[src/rtl/hazard_pkg.sv]
// Shared types and defaults for the ID-stage hazard detection unit.
//   hz_state_t    : control FSM state encoding
//   RegAwDefault  : default register-address width
//   CntWDefault   : default width of the stall-cycle counter
package hazard_pkg;

  localparam int unsigned RegAwDefault = 3;
  localparam int unsigned CntWDefault  = 16;

  typedef enum logic [1:0] {
    IDLE      = 2'd0,
    LOAD_WAIT = 2'd1,
    HOLD      = 2'd2
  } hz_state_t;

endpackage

[src/rtl/sat_counter.sv]
// Saturating up-counter with synchronous clear.
//   clk, reset_n : clock, asynchronous active-low reset
//   inc          : count up by one (held at all-ones once reached)
//   clear        : synchronous clear, wins over inc
//   count        : current value
module sat_counter #(
  parameter int unsigned Width = 16
) (
  input  logic             clk,
  input  logic             reset_n,
  input  logic             inc,
  input  logic             clear,
  output logic [Width-1:0] count
);

  logic [Width-1:0] count_q, count_d;

  always_comb begin
    count_d = count_q;
    if (clear) begin
      count_d = '0;
    end else if (inc && (count_q != {Width{1'b1}})) begin
      count_d = count_q + Width'(1);
    end
  end

  always_ff @(posedge clk or negedge reset_n) begin
    if (!reset_n) begin
      count_q <= '0;
    end else begin
      count_q <= count_d;
    end
  end

  assign count = count_q;

endmodule

[src/rtl/hazard_detection_unit.sv]
// ID-stage hazard detection: load-use bubbles, taken-branch flush and
// whole-pipeline freeze while data memory is busy.
//   clk, reset_n          : clock, asynchronous active-low reset
//   id_rs/id_rt, id_use_* : source registers of the ID instruction and their use flags
//   ex_memRead, ex_rd     : EX instruction is a load, and its destination
//   branch_taken          : branch resolved taken in EX this cycle
//   dmem_busy             : data memory not ready
//   stall                 : zero ID/EX controls (bubble)
//   pc_write, ifid_write  : PC / IF/ID load enables
//   ifid_flush            : clear IF/ID (wrong-path kill)
//   pipe_hold             : freeze ID/EX, EX/MEM, MEM/WB
//   stall_cnt             : saturating count of bubble cycles
module hazard_detection_unit
  import hazard_pkg::*;
#(
  parameter int unsigned REG_AW     = RegAwDefault,
  parameter int unsigned LOAD_EXTRA = 0,
  parameter int unsigned CNT_W      = CntWDefault
) (
  input  logic              clk,
  input  logic              reset_n,
  input  logic [REG_AW-1:0] id_rs,
  input  logic [REG_AW-1:0] id_rt,
  input  logic              id_use_rs,
  input  logic              id_use_rt,
  input  logic              ex_memRead,
  input  logic [REG_AW-1:0] ex_rd,
  input  logic              branch_taken,
  input  logic              dmem_busy,
  output logic              stall,
  output logic              pc_write,
  output logic              ifid_write,
  output logic              ifid_flush,
  output logic              pipe_hold,
  output logic [CNT_W-1:0]  stall_cnt
);

  localparam int unsigned ExW = (LOAD_EXTRA < 2) ? 1 : $clog2(LOAD_EXTRA + 1);
  localparam logic [ExW-1:0] ExLoad = ExW'(LOAD_EXTRA);

  hz_state_t      state_q, state_d;
  hz_state_t      ret_q, ret_d;
  hz_state_t      eff_state;
  logic [ExW-1:0] extra_q, extra_d;
  logic           lu;
  logic           cnt_inc;

  assign lu = ex_memRead & ((id_use_rs & (id_rs == ex_rd)) | (id_use_rt & (id_rt == ex_rd)));

  // Once dmem_busy drops while in HOLD, this cycle already behaves as the saved
  // state so a frozen LOAD_WAIT resumes without an unprotected gap cycle.
  assign eff_state = (state_q == HOLD) ? ret_q : state_q;

  always_comb begin
    state_d    = eff_state;
    ret_d      = ret_q;
    extra_d    = extra_q;
    stall      = 1'b0;
    pc_write   = 1'b1;
    ifid_write = 1'b1;
    ifid_flush = 1'b0;
    pipe_hold  = 1'b0;
    cnt_inc    = 1'b0;

    if (!reset_n) begin
      stall      = 1'b1;
      pc_write   = 1'b0;
      ifid_write = 1'b0;
    end else if (dmem_busy) begin
      pipe_hold  = 1'b1;
      pc_write   = 1'b0;
      ifid_write = 1'b0;
      state_d    = HOLD;
      ret_d      = eff_state;
    end else if (branch_taken) begin
      // Redirect wins over any pending load-use bubble.
      stall      = 1'b1;
      ifid_flush = 1'b1;
      cnt_inc    = 1'b1;
      state_d    = IDLE;
      extra_d    = '0;
    end else if (eff_state == LOAD_WAIT) begin
      stall      = 1'b1;
      pc_write   = 1'b0;
      ifid_write = 1'b0;
      cnt_inc    = 1'b1;
      extra_d    = extra_q - ExW'(1);
      if (extra_q <= ExW'(1)) begin
        state_d = IDLE;
        extra_d = '0;
      end
    end else if (lu) begin
      stall      = 1'b1;
      pc_write   = 1'b0;
      ifid_write = 1'b0;
      cnt_inc    = 1'b1;
      if (LOAD_EXTRA > 0) begin
        extra_d = ExLoad;
        state_d = LOAD_WAIT;
      end
    end
  end

  always_ff @(posedge clk or negedge reset_n) begin
    if (!reset_n) begin
      state_q <= IDLE;
      ret_q   <= IDLE;
      extra_q <= '0;
    end else begin
      state_q <= state_d;
      ret_q   <= ret_d;
      extra_q <= extra_d;
    end
  end

  sat_counter #(
    .Width(CNT_W)
  ) u_stall_cnt (
    .clk    (clk),
    .reset_n(reset_n),
    .inc    (cnt_inc),
    .clear  (1'b0),
    .count  (stall_cnt)
  );

endmodule

[config.mk]
export PLATFORM = sky130hd
export DESIGN_NAME = hazard_detection_unit
export DESIGN_NICKNAME = d
export VERILOG_FILES = /design/src/rtl/hazard_pkg.sv /design/src/rtl/sat_counter.sv /design/src/rtl/hazard_detection_unit.sv
export SDC_FILE = /design/constraint.sdc
export NUM_CORES = 1
export LEC_CHECK = 0
export ABC_AREA = 1
export CAP_MARGIN = 20
export CELL_PAD_IN_SITES_DETAIL_PLACEMENT = 0
export CELL_PAD_IN_SITES_GLOBAL_PLACEMENT = 1
export CORE_MARGIN = 2
export CORE_UTILIZATION = 33
export DETAILED_ROUTE_END_ITERATION = 6
export PLACE_DENSITY = 0.86
export SLEW_MARGIN = 30
export SYNTH_ARGS = -nofsm -noshare
export SYNTH_HDL_FRONTEND = slang
export SYNTH_SLANG_ARGS = --single-unit
export TNS_END_PERCENT = 5
[constraint.sdc]
create_clock -name clk -period 1.78 [get_ports clk]
set_input_delay 0.267 -clock clk [delete_from_list [all_inputs] [get_ports clk]]
set_output_delay 0.267 -clock clk [all_outputs]
set_load 0.02 [all_outputs]
==> flow_results.xml, run 1 <==
<?xml version="1.0" encoding="UTF-8"?>
<metrics>
  <group name="outcome">
    <metric name="outcome" unit="">completed</metric>
  </group>
  <group name="floorplan">
    <metric name="pin_count" unit="">37</metric>
    <metric name="starting_density_of_the_core" unit="">0.344</metric>
    <metric name="die_height" unit="um">68.8</metric>
    <metric name="fp.dieW" unit="um">68.8</metric>
    <metric name="dieArea" unit="um^2">4740</metric>
    <metric name="standard_cell_core_area" unit="um^2">4030</metric>
    <metric name="fp-row-count" unit="">23</metric>
  </group>
  <group name="hold_path">
    <metric name="timing.hold.worst.class" unit="">in -&gt; async</metric>
  </group>
  <group name="synth">
    <metric name="mappedNetlistArea" unit="um^2">1390</metric>
    <metric name="synthDistinctLibCells" unit="">22</metric>
    <metric name="share_of_the_yosys_chip_area_belonging_to_registers" unit="">0.361</metric>
    <metric name="syn_avg_cell_area" unit="um^2">6.86</metric>
    <metric name="yosys_register_bits" unit="">20</metric>
    <metric name="synthCells" unit="">202</metric>
    <metric name="synth.net_count" unit="">219</metric>
    <metric name="ys_warn_count" unit="">0</metric>
  </group>
  <group name="layout">
    <metric name="finish.utilization" unit="">0.488</metric>
    <metric name="layout-drive-gt1-share" unit="">0.133</metric>
    <metric name="filler_cell_count" unit="">431</metric>
    <metric name="fin_cells" unit="">299</metric>
    <metric name="final_cell_mix" unit="">sky130_fd_sc_hd__nand2_1, sky130_fd_sc_hd__inv_1, sky130_fd_sc_hd__clkdlybuf4s50_1</metric>
    <metric name="layout.cells.most_common" unit="">sky130_fd_sc_hd__nand2_1</metric>
    <metric name="nNetsFinal" unit="">268</metric>
    <metric name="antennaDiodeCount" unit="">0</metric>
    <metric name="area_delta_synth_final" unit="%">41.8</metric>
  </group>
  <group name="clock_tree">
    <metric name="cts-hold-fix-buffers" unit="">0</metric>
    <metric name="cts_made_buffers" unit="">3</metric>
    <metric name="clock_latency_reported_for_the_late_side_of_the_worst_skew_pair" unit="ns">0.25</metric>
    <metric name="clk_path_buf_depth" unit="">2</metric>
    <metric name="cts-htree-levels" unit="">1</metric>
    <metric name="cts_sinks" unit="">20</metric>
    <metric name="cts_tree" unit="">done</metric>
    <metric name="cts.clk_slew.worst_paths" unit="ns">0.07</metric>
    <metric name="clockRootBuffer" unit="">sky130_fd_sc_hd__clkbuf_8</metric>
  </group>
  <group name="global_route">
    <metric name="grt_first_pass_wirelength" unit="um">5230</metric>
    <metric name="grt_overflow_total" unit="">0</metric>
    <metric name="grt.total_usage" unit="">0.144</metric>
    <metric name="number_of_global_route_vias_before_repair" unit="">1285</metric>
    <metric name="maximum_number_of_pins_on_one_net_before_global_route_repair" unit="">22</metric>
    <metric name="grt_antenna_before_repair" unit="">0</metric>
  </group>
  <group name="power">
    <metric name="clock_power_share" unit="">0.246</metric>
    <metric name="power_density" unit="nW/um^2">609</metric>
    <metric name="power.static_leakage" unit="nW">1.08</metric>
    <metric name="internal-power" unit="mW">0.810</metric>
    <metric name="power.switching_fraction" unit="">0.323</metric>
    <metric name="p_comb_frac" unit="">0.299</metric>
    <metric name="total_power" unit="mW">1.20</metric>
    <metric name="switching_power" unit="mW">0.387</metric>
    <metric name="pwr-share-seq" unit="">0.455</metric>
    <metric name="power.ir.vdd_worst" unit="mV">0.224</metric>
  </group>
  <group name="placement">
    <metric name="io_buffer_count" unit="">36</metric>
    <metric name="dpl_hpwl" unit="um">2420</metric>
    <metric name="place.gp.congestion" unit="">0.747</metric>
    <metric name="place.detailed.instances" unit="">294</metric>
  </group>
  <group name="timing">
    <metric name="hold_ws" unit="ns">0.383</metric>
    <metric name="layout_worst_path_cycle_share" unit="">0.953</metric>
    <metric name="max_slew.worst_pin.slew" unit="ns">0.241</metric>
    <metric name="final_hold_viol_count" unit="">0</metric>
    <metric name="fmax" unit="MHz">589</metric>
    <metric name="final_sum_of_negative_setup_slack" unit="ns">0</metric>
    <metric name="report.final.setup_viol" unit="">0</metric>
    <metric name="worst_slew_margin_rel" unit="">0.838</metric>
    <metric name="final_max_slew_viol_count" unit="">0</metric>
    <metric name="fin_skew" unit="ns">0.00121</metric>
    <metric name="period_minus_ws_final" unit="ns">1.70</metric>
  </group>
  <group name="setup_path">
    <metric name="critical-path-slowest-cell" unit="">sky130_fd_sc_hd__clkdlybuf4s50_1</metric>
    <metric name="kind_of_capture_point_of_the_worst_setup_path" unit="">output pin</metric>
    <metric name="timing.critical_path.required" unit="ns">1.51</metric>
    <metric name="cp_cell_sequence" unit="">clkdlybuf4s50_1 &gt; nand2_1 &gt; nor2_1 &gt; clkdlybuf4s15_1</metric>
    <metric name="cpPeakStageDelay" unit="ns">0.52</metric>
    <metric name="timing.critical_path.fanout_max" unit="">3</metric>
    <metric name="start_kind" unit="">input port</metric>
    <metric name="rr_worst_depth" unit="">9</metric>
    <metric name="worst_ep_arrival_time" unit="ns">1.43</metric>
    <metric name="minimum_setup_slack_among_reg_to_reg_paths" unit="ns">0.22</metric>
    <metric name="worstSetupPathType" unit="">in -&gt; out</metric>
  </group>
  <group name="detailed_routing">
    <metric name="vias" unit="">1375</metric>
    <metric name="antenna_violating_nets_post_route" unit="">0</metric>
    <metric name="first_iter_violations" unit="">82</metric>
    <metric name="drt_drc_violations_left" unit="">0</metric>
    <metric name="avgViaCountPerCell" unit="">4.60</metric>
    <metric name="drtPass1Iterations" unit="">4</metric>
    <metric name="routed_wire_length_per_instance" unit="um">10.6</metric>
    <metric name="wl" unit="um">3160</metric>
  </group>
  <group name="job">
    <metric name="max-cap-violations" unit="">0</metric>
  </group>
</metrics>
==> critical path: cells and delay by family <==
kind	cells	cell delay (ns)
and+or+nand+nor	2	0.32
buffers and inverters	2	0.84
==> cell usage after synthesis, drive strengths merged <==
cell type  instances  area, um^2
a21oi              4        20.0
buf                6        42.5
clkbuf             1        7.51
dfrtp             20         500
ha                 1        12.5
inv               27         101
nand2             79         297
nand3              9        55.1
nand3b             2        15.0
nand4             19         134
nor2              20        97.6
nor3               2        10.0
o21ai              3        15.0
xnor2              3        26.3
xor2               6        52.6
==> cell type report <==
cell class,count,area [um^2],area share
multi-input cells,148,758,0.386
clock buffers,3,41.3,0.0210
inverters,27,101,0.0516
repair buffers,51,502,0.255
well taps,50,62.6,0.0318
flip-flops and latches,20,500,0.255
==> worst paths after layout <==
kind                                                endpoint                              from
hold / removal              u_stall_cnt.count[1]$_DFFE_PN0P_                           reset_n
max in group asynchronous  u_stall_cnt.count[13]$_DFFE_PN0P_                           reset_n
hold reg to reg                         ret_q[0]$_DFFE_PN0P_              ret_q[0]$_DFFE_PN0P_
min in group clk                        ret_q[0]$_DFFE_PN0P_              ret_q[0]$_DFFE_PN0P_
setup reg to reg           u_stall_cnt.count[12]$_DFFE_PN0P_  u_stall_cnt.count[0]$_DFFE_PN0P_
setup / recovery                                  ifid_flush                           reset_n
==> power groups by stage <==
stage                     Combinational (mW)  Sequential (mW)  Clock [mW]
after global routing                   0.395            0.551       0.325
after floorplan                        0.147            0.587           0
after detailed placement               0.354            0.553           0
after global placement                 0.350            0.554           0
after CTS                              0.355            0.544       0.301
final                                  0.358            0.545       0.294
==> cell families after synthesis <==
group,synth area share
AO/OA/AOI/OAI,0.0253
adder cells (fa/ha/maj),0.00902
XOR/XNOR,0.0569
AND/OR/NAND/NOR,0.439
flip-flops,0.361
buffers and inverters,0.109
==> state kept, by name, summed over array words and instances (netlist names) <==
name,flops
ret_q,2
state_q,2
u_stall_cnt.count,16
==> metal layers <==
metal | GRT usage | vias to the layer above | share of wire
met4 | 0.0441 | 0 | 0.013
met5 | 0 | - | 0
met2 | 0.266 | 33 | 0.49
li1 | - | 729 | -
met3 | 0.0195 | 5 | 0.045
met1 | 0.171 | 608 | 0.45
==> what timing repair did <==
action	in CTS	in global routing
setup buffers	0	2
gates resized for setup	17	21
pin swaps	0	9
endpoints found under the setup margin	17	17
==> per-stage QoR <==
step           worst slack (ns)  instance area [um^2]
6_report                 0.0829                  1970
5_1_grt                 -0.0253                  1970
4_1_cts                 -0.0520                  1890
3_5_place_dp             -0.495                  1860
3_3_place_gp             -0.489                  1860
2_1_floorplan             0.164                  1390
Power figures use the tool's default switching activity.
==> run 2: changes to the inputs <==
Settings changed: SLEW_MARGIN 30 to 20, SYNTH_HIERARCHICAL from default to 1.
==> run 2 against run 1 <==
  * Clock skew is 0.0058 ns higher
  * Die area is 1.5% higher
  * Largest cell class unchanged
  * Hold slack better by 0.019 ns
  * First-iteration DRC count is 24% lower
  * Flip-flop and latch count stayed put
  * Register-to-register slack worse by 0.06 ns
  * Synthesized cell count is 3.5% higher
  * Highest routed layer unchanged
==> flow_results.xml, run 2 <==
<?xml version="1.0" encoding="UTF-8"?>
<metrics>
  <group name="detailed_routing">
    <metric name="drtPass1Iterations" unit="">4</metric>
    <metric name="vias" unit="">1402</metric>
    <metric name="avgViaCountPerCell" unit="">4.54</metric>
    <metric name="antenna_violating_nets_post_route" unit="">0</metric>
    <metric name="drt_drc_violations_left" unit="">0</metric>
    <metric name="wl" unit="um">3450</metric>
    <metric name="first_iter_violations" unit="">62</metric>
    <metric name="routed_wire_length_per_instance" unit="um">11.2</metric>
  </group>
  <group name="clock_tree">
    <metric name="cts_made_buffers" unit="">3</metric>
    <metric name="clockRootBuffer" unit="">sky130_fd_sc_hd__clkbuf_8</metric>
    <metric name="cts-htree-levels" unit="">1</metric>
    <metric name="cts.clk_slew.worst_paths" unit="ns">0.07</metric>
    <metric name="clk_path_buf_depth" unit="">2</metric>
    <metric name="clock_latency_reported_for_the_late_side_of_the_worst_skew_pair" unit="ns">0.26</metric>
    <metric name="cts_sinks" unit="">20</metric>
    <metric name="post-cts-setup-buffers" unit="">0</metric>
    <metric name="cts_tree" unit="">done</metric>
  </group>
  <group name="layout">
    <metric name="area_delta_synth_final" unit="%">42.1</metric>
    <metric name="layout.cells.most_common" unit="">sky130_fd_sc_hd__nand2_1</metric>
    <metric name="layout-drive-gt1-share" unit="">0.178</metric>
    <metric name="fin_cells" unit="">309</metric>
    <metric name="largest_register_ff_count" unit="">16</metric>
    <metric name="final_design_area_no_fill" unit="um^2">2000</metric>
    <metric name="antennaDiodeCount" unit="">0</metric>
    <metric name="final_cell_mix" unit="">sky130_fd_sc_hd__nand2_1, sky130_fd_sc_hd__inv_1, sky130_fd_sc_hd__clkdlybuf4s50_1, sky130_fd_sc_hd__dfrtp_1, sky130_fd_sc_hd__nor2_1</metric>
    <metric name="nNetsFinal" unit="">278</metric>
  </group>
  <group name="synth">
    <metric name="synth_xor_xnor_area_share" unit="">0.0311</metric>
    <metric name="syn_avg_cell_area" unit="um^2">6.74</metric>
    <metric name="synth_mux_area_frac" unit="">0</metric>
    <metric name="synth_edf_count" unit="">0</metric>
    <metric name="synth_top_family_by_area" unit="">simple AND/OR/NAND/NOR gates</metric>
    <metric name="synth_simple_gate_area_share" unit="">0.433</metric>
    <metric name="most_used_flip_flop_cell_after_synthesis" unit="">sky130_fd_sc_hd__dfrtp_1</metric>
    <metric name="mappedNetlistArea" unit="um^2">1410</metric>
    <metric name="synthCells" unit="">209</metric>
    <metric name="synth-compound-area-share" unit="">0.0702</metric>
    <metric name="yosys_register_bits" unit="">20</metric>
    <metric name="synthDistinctLibCells" unit="">31</metric>
    <metric name="ys_warn_count" unit="">6</metric>
    <metric name="async_flop_share" unit="">1.00</metric>
    <metric name="yosys.cell_count.top_type" unit="">sky130_fd_sc_hd__nand2_1</metric>
    <metric name="synth_top_area_frac" unit="">0.355</metric>
    <metric name="share_of_the_yosys_chip_area_belonging_to_registers" unit="">0.355</metric>
    <metric name="yosys-top-cells-count" unit="">sky130_fd_sc_hd__nand2_1, sky130_fd_sc_hd__inv_1, sky130_fd_sc_hd__dfrtp_1, sky130_fd_sc_hd__nor2_1, sky130_fd_sc_hd__nand3_1</metric>
    <metric name="synth_largest_area_cell" unit="">sky130_fd_sc_hd__dfrtp_1</metric>
    <metric name="yosys.area_share.adder" unit="">0.00888</metric>
    <metric name="synth.area.top_cells" unit="">sky130_fd_sc_hd__dfrtp_1, sky130_fd_sc_hd__nand2_1, sky130_fd_sc_hd__inv_1, sky130_fd_sc_hd__nor2_1, sky130_fd_sc_hd__nand3_1</metric>
  </group>
  <group name="global_route">
    <metric name="grt.total_usage" unit="">0.145</metric>
    <metric name="maximum_number_of_pins_on_one_net_before_global_route_repair" unit="">16</metric>
    <metric name="grt_first_pass_wirelength" unit="um">5800</metric>
    <metric name="grt_antenna_before_repair" unit="">0</metric>
    <metric name="number_of_global_route_vias_before_repair" unit="">1248</metric>
    <metric name="grt_overflow_total" unit="">0</metric>
  </group>
  <group name="floorplan">
    <metric name="fp.dieW" unit="um">69.3</metric>
    <metric name="die_height" unit="um">69.3</metric>
    <metric name="fp-row-count" unit="">23</metric>
    <metric name="dieArea" unit="um^2">4810</metric>
    <metric name="starting_density_of_the_core" unit="">0.347</metric>
    <metric name="standard_cell_core_area" unit="um^2">4060</metric>
    <metric name="pin_count" unit="">37</metric>
  </group>
  <group name="setup_path">
    <metric name="critical-path-slowest-cell" unit="">sky130_fd_sc_hd__clkdlybuf4s50_1</metric>
    <metric name="setup.worst_path.end" unit="">ifid_flush</metric>
    <metric name="timing.critical_path.required" unit="ns">1.51</metric>
    <metric name="timing.critical_path.depth" unit="">4</metric>
    <metric name="largest_delay_contributor_family_on_the_critical_path" unit="">buffers and inverters</metric>
    <metric name="kind_of_capture_point_of_the_worst_setup_path" unit="">output pin</metric>
    <metric name="rr_worst_depth" unit="">9</metric>
    <metric name="cp_cell_sequence" unit="">clkdlybuf4s50_1 &gt; nand2_1 &gt; nor2_1 &gt; dlygate4sd2_1</metric>
    <metric name="cpPeakStageDelay" unit="ns">0.54</metric>
    <metric name="r2r_start" unit="">u_stall_cnt/count[1]$_DFFE_PN0P_</metric>
    <metric name="worstSetupPathType" unit="">in -&gt; out</metric>
    <metric name="reg2reg_to" unit="">u_stall_cnt/count[14]$_DFFE_PN0P_</metric>
    <metric name="start_kind" unit="">input port</metric>
    <metric name="minimum_setup_slack_among_reg_to_reg_paths" unit="ns">0.16</metric>
    <metric name="critical_path.startpoint" unit="">reset_n</metric>
    <metric name="worst_ep_arrival_time" unit="ns">1.41</metric>
    <metric name="cp_num_buf_inv" unit="">2</metric>
    <metric name="timing.critical_path.fanout_max" unit="">3</metric>
  </group>
  <group name="timing">
    <metric name="period_minus_ws_final" unit="ns">1.68</metric>
    <metric name="report.final.setup_viol" unit="">0</metric>
    <metric name="layout_worst_path_cycle_share" unit="">0.943</metric>
    <metric name="fmax" unit="MHz">596</metric>
    <metric name="grt_setup_unrepaired" unit="">no</metric>
    <metric name="post-route-worst-setup-slack" unit="ns">0.102</metric>
    <metric name="final_sum_of_negative_setup_slack" unit="ns">0</metric>
    <metric name="final_max_slew_viol_count" unit="">0</metric>
    <metric name="final_hold_viol_count" unit="">0</metric>
    <metric name="fin_skew" unit="ns">0.00701</metric>
  </group>
  <group name="power">
    <metric name="power_density" unit="nW/um^2">463</metric>
    <metric name="power.ir.vdd_worst" unit="mV">0.377</metric>
    <metric name="power.static_leakage" unit="nW">1.09</metric>
  </group>
  <group name="placement">
    <metric name="dpl_hpwl" unit="um">2590</metric>
    <metric name="place.detailed.instances" unit="">305</metric>
    <metric name="placed_cell_area" unit="um^2">1890</metric>
    <metric name="io_buffer_count" unit="">36</metric>
    <metric name="dpl_worst_slack" unit="ns">-0.484</metric>
    <metric name="place.gp.congestion" unit="">0.773</metric>
  </group>
  <group name="hold_path">
    <metric name="timing.hold.worst.class" unit="">in -&gt; async</metric>
  </group>
  <group name="outcome">
    <metric name="outcome" unit="">completed</metric>
  </group>
  <group name="job">
    <metric name="max-cap-violations" unit="">0</metric>
  </group>
</metrics>
==> run 2: changes by cell type in the layout (fill, tap and decap cells not counted), moves of 4 or more <==
cell	previous run	this run
sky130_fd_sc_hd__nor2_1	15	19
sky130_fd_sc_hd__nand2_4	0	5
sky130_fd_sc_hd__nand3_1	7	12
sky130_fd_sc_hd__nand4_1	18	9
sky130_fd_sc_hd__nand2_2	2	7
==> run 2: how the worst min path moves through the flow <==
| stage | endpoint | slack, ns | cells past startpoint |
|---|---|---|---|
| after floorplan | ret_q[0]$_DFFE_PN0P_ | -0.03 | 0 |
| after global placement | ret_q[0]$_DFFE_PN0P_ | 0.50 | 2 |
| after detailed placement | ret_q[1]$_DFFE_PN0P_ | 0.50 | 2 |
| after CTS | u_stall_cnt/count[3]$_DFFE_PN0P_ | 0.44 | 2 |
| after global routing | u_stall_cnt/count[3]$_DFFE_PN0P_ | 0.45 | 2 |
| final | u_stall_cnt/count[3]$_DFFE_PN0P_ | 0.40 | 2 |
==> run 2: per-stage QoR <==
step / util / hold slack, ns / power [mW]
after global routing: 0.493 / 0.447 / 0.974
after detailed placement: 0.467 / 0.504 / 0.635
after CTS: 0.476 / 0.436 / 0.931
final: 0.493 / 0.402 / 0.927
after floorplan: - / -0.0286 / 0.549
after global placement: 0.467 / 0.505 / 0.634
==> run 2: kinds of logic (layout without fill, tap and decap cells) <==
kind of cell	count (synthesis)	after routing
compound gates	15	15
flops	20	20
fa+ha+maj	1	1
xor+xnor	5	5
buf+inv	31	79
other cells	1	3
simple gates	136	136
==> run 2: area by class of cell <==
cell class	instances	area, um^2
Tap cell	50	62.6
Clock buffer	3	41.3
Timing Repair inverter	1	8.76
Fill cell	421	2060
Sequential cell	20	500
Multi-Input combinational cell	160	807
Inverter	27	114
Timing Repair Buffer	48	468
==> run 2: power by group <==
part           leakage [nW]  switching, mW  internal (mW)
clock network        0.0216          0.145          0.151
registers             0.278        0.00364          0.458
logic                 0.795         0.0949         0.0756
==> run 2: what timing repair did <==
action	4_1_cts	5_1_grt
hold buffers	0	0
cloned	0	1
pin swaps	0	11
endpoints found under the setup margin	21	20
resized for setup	13	33
==> run 2: routing by layer <==
layer,track usage,wire length [um]
met4,0.0327,13
met2,0.237,1680
met1,0.195,1600
met3,0.0349,157
met5,0,0
==> run 3: changes to the inputs <==
Settings changed: SYNTH_HIERARCHICAL 1 to default.
==> results of run 3 <==
Final layout, timing and power as in run 1 (identical DEF).
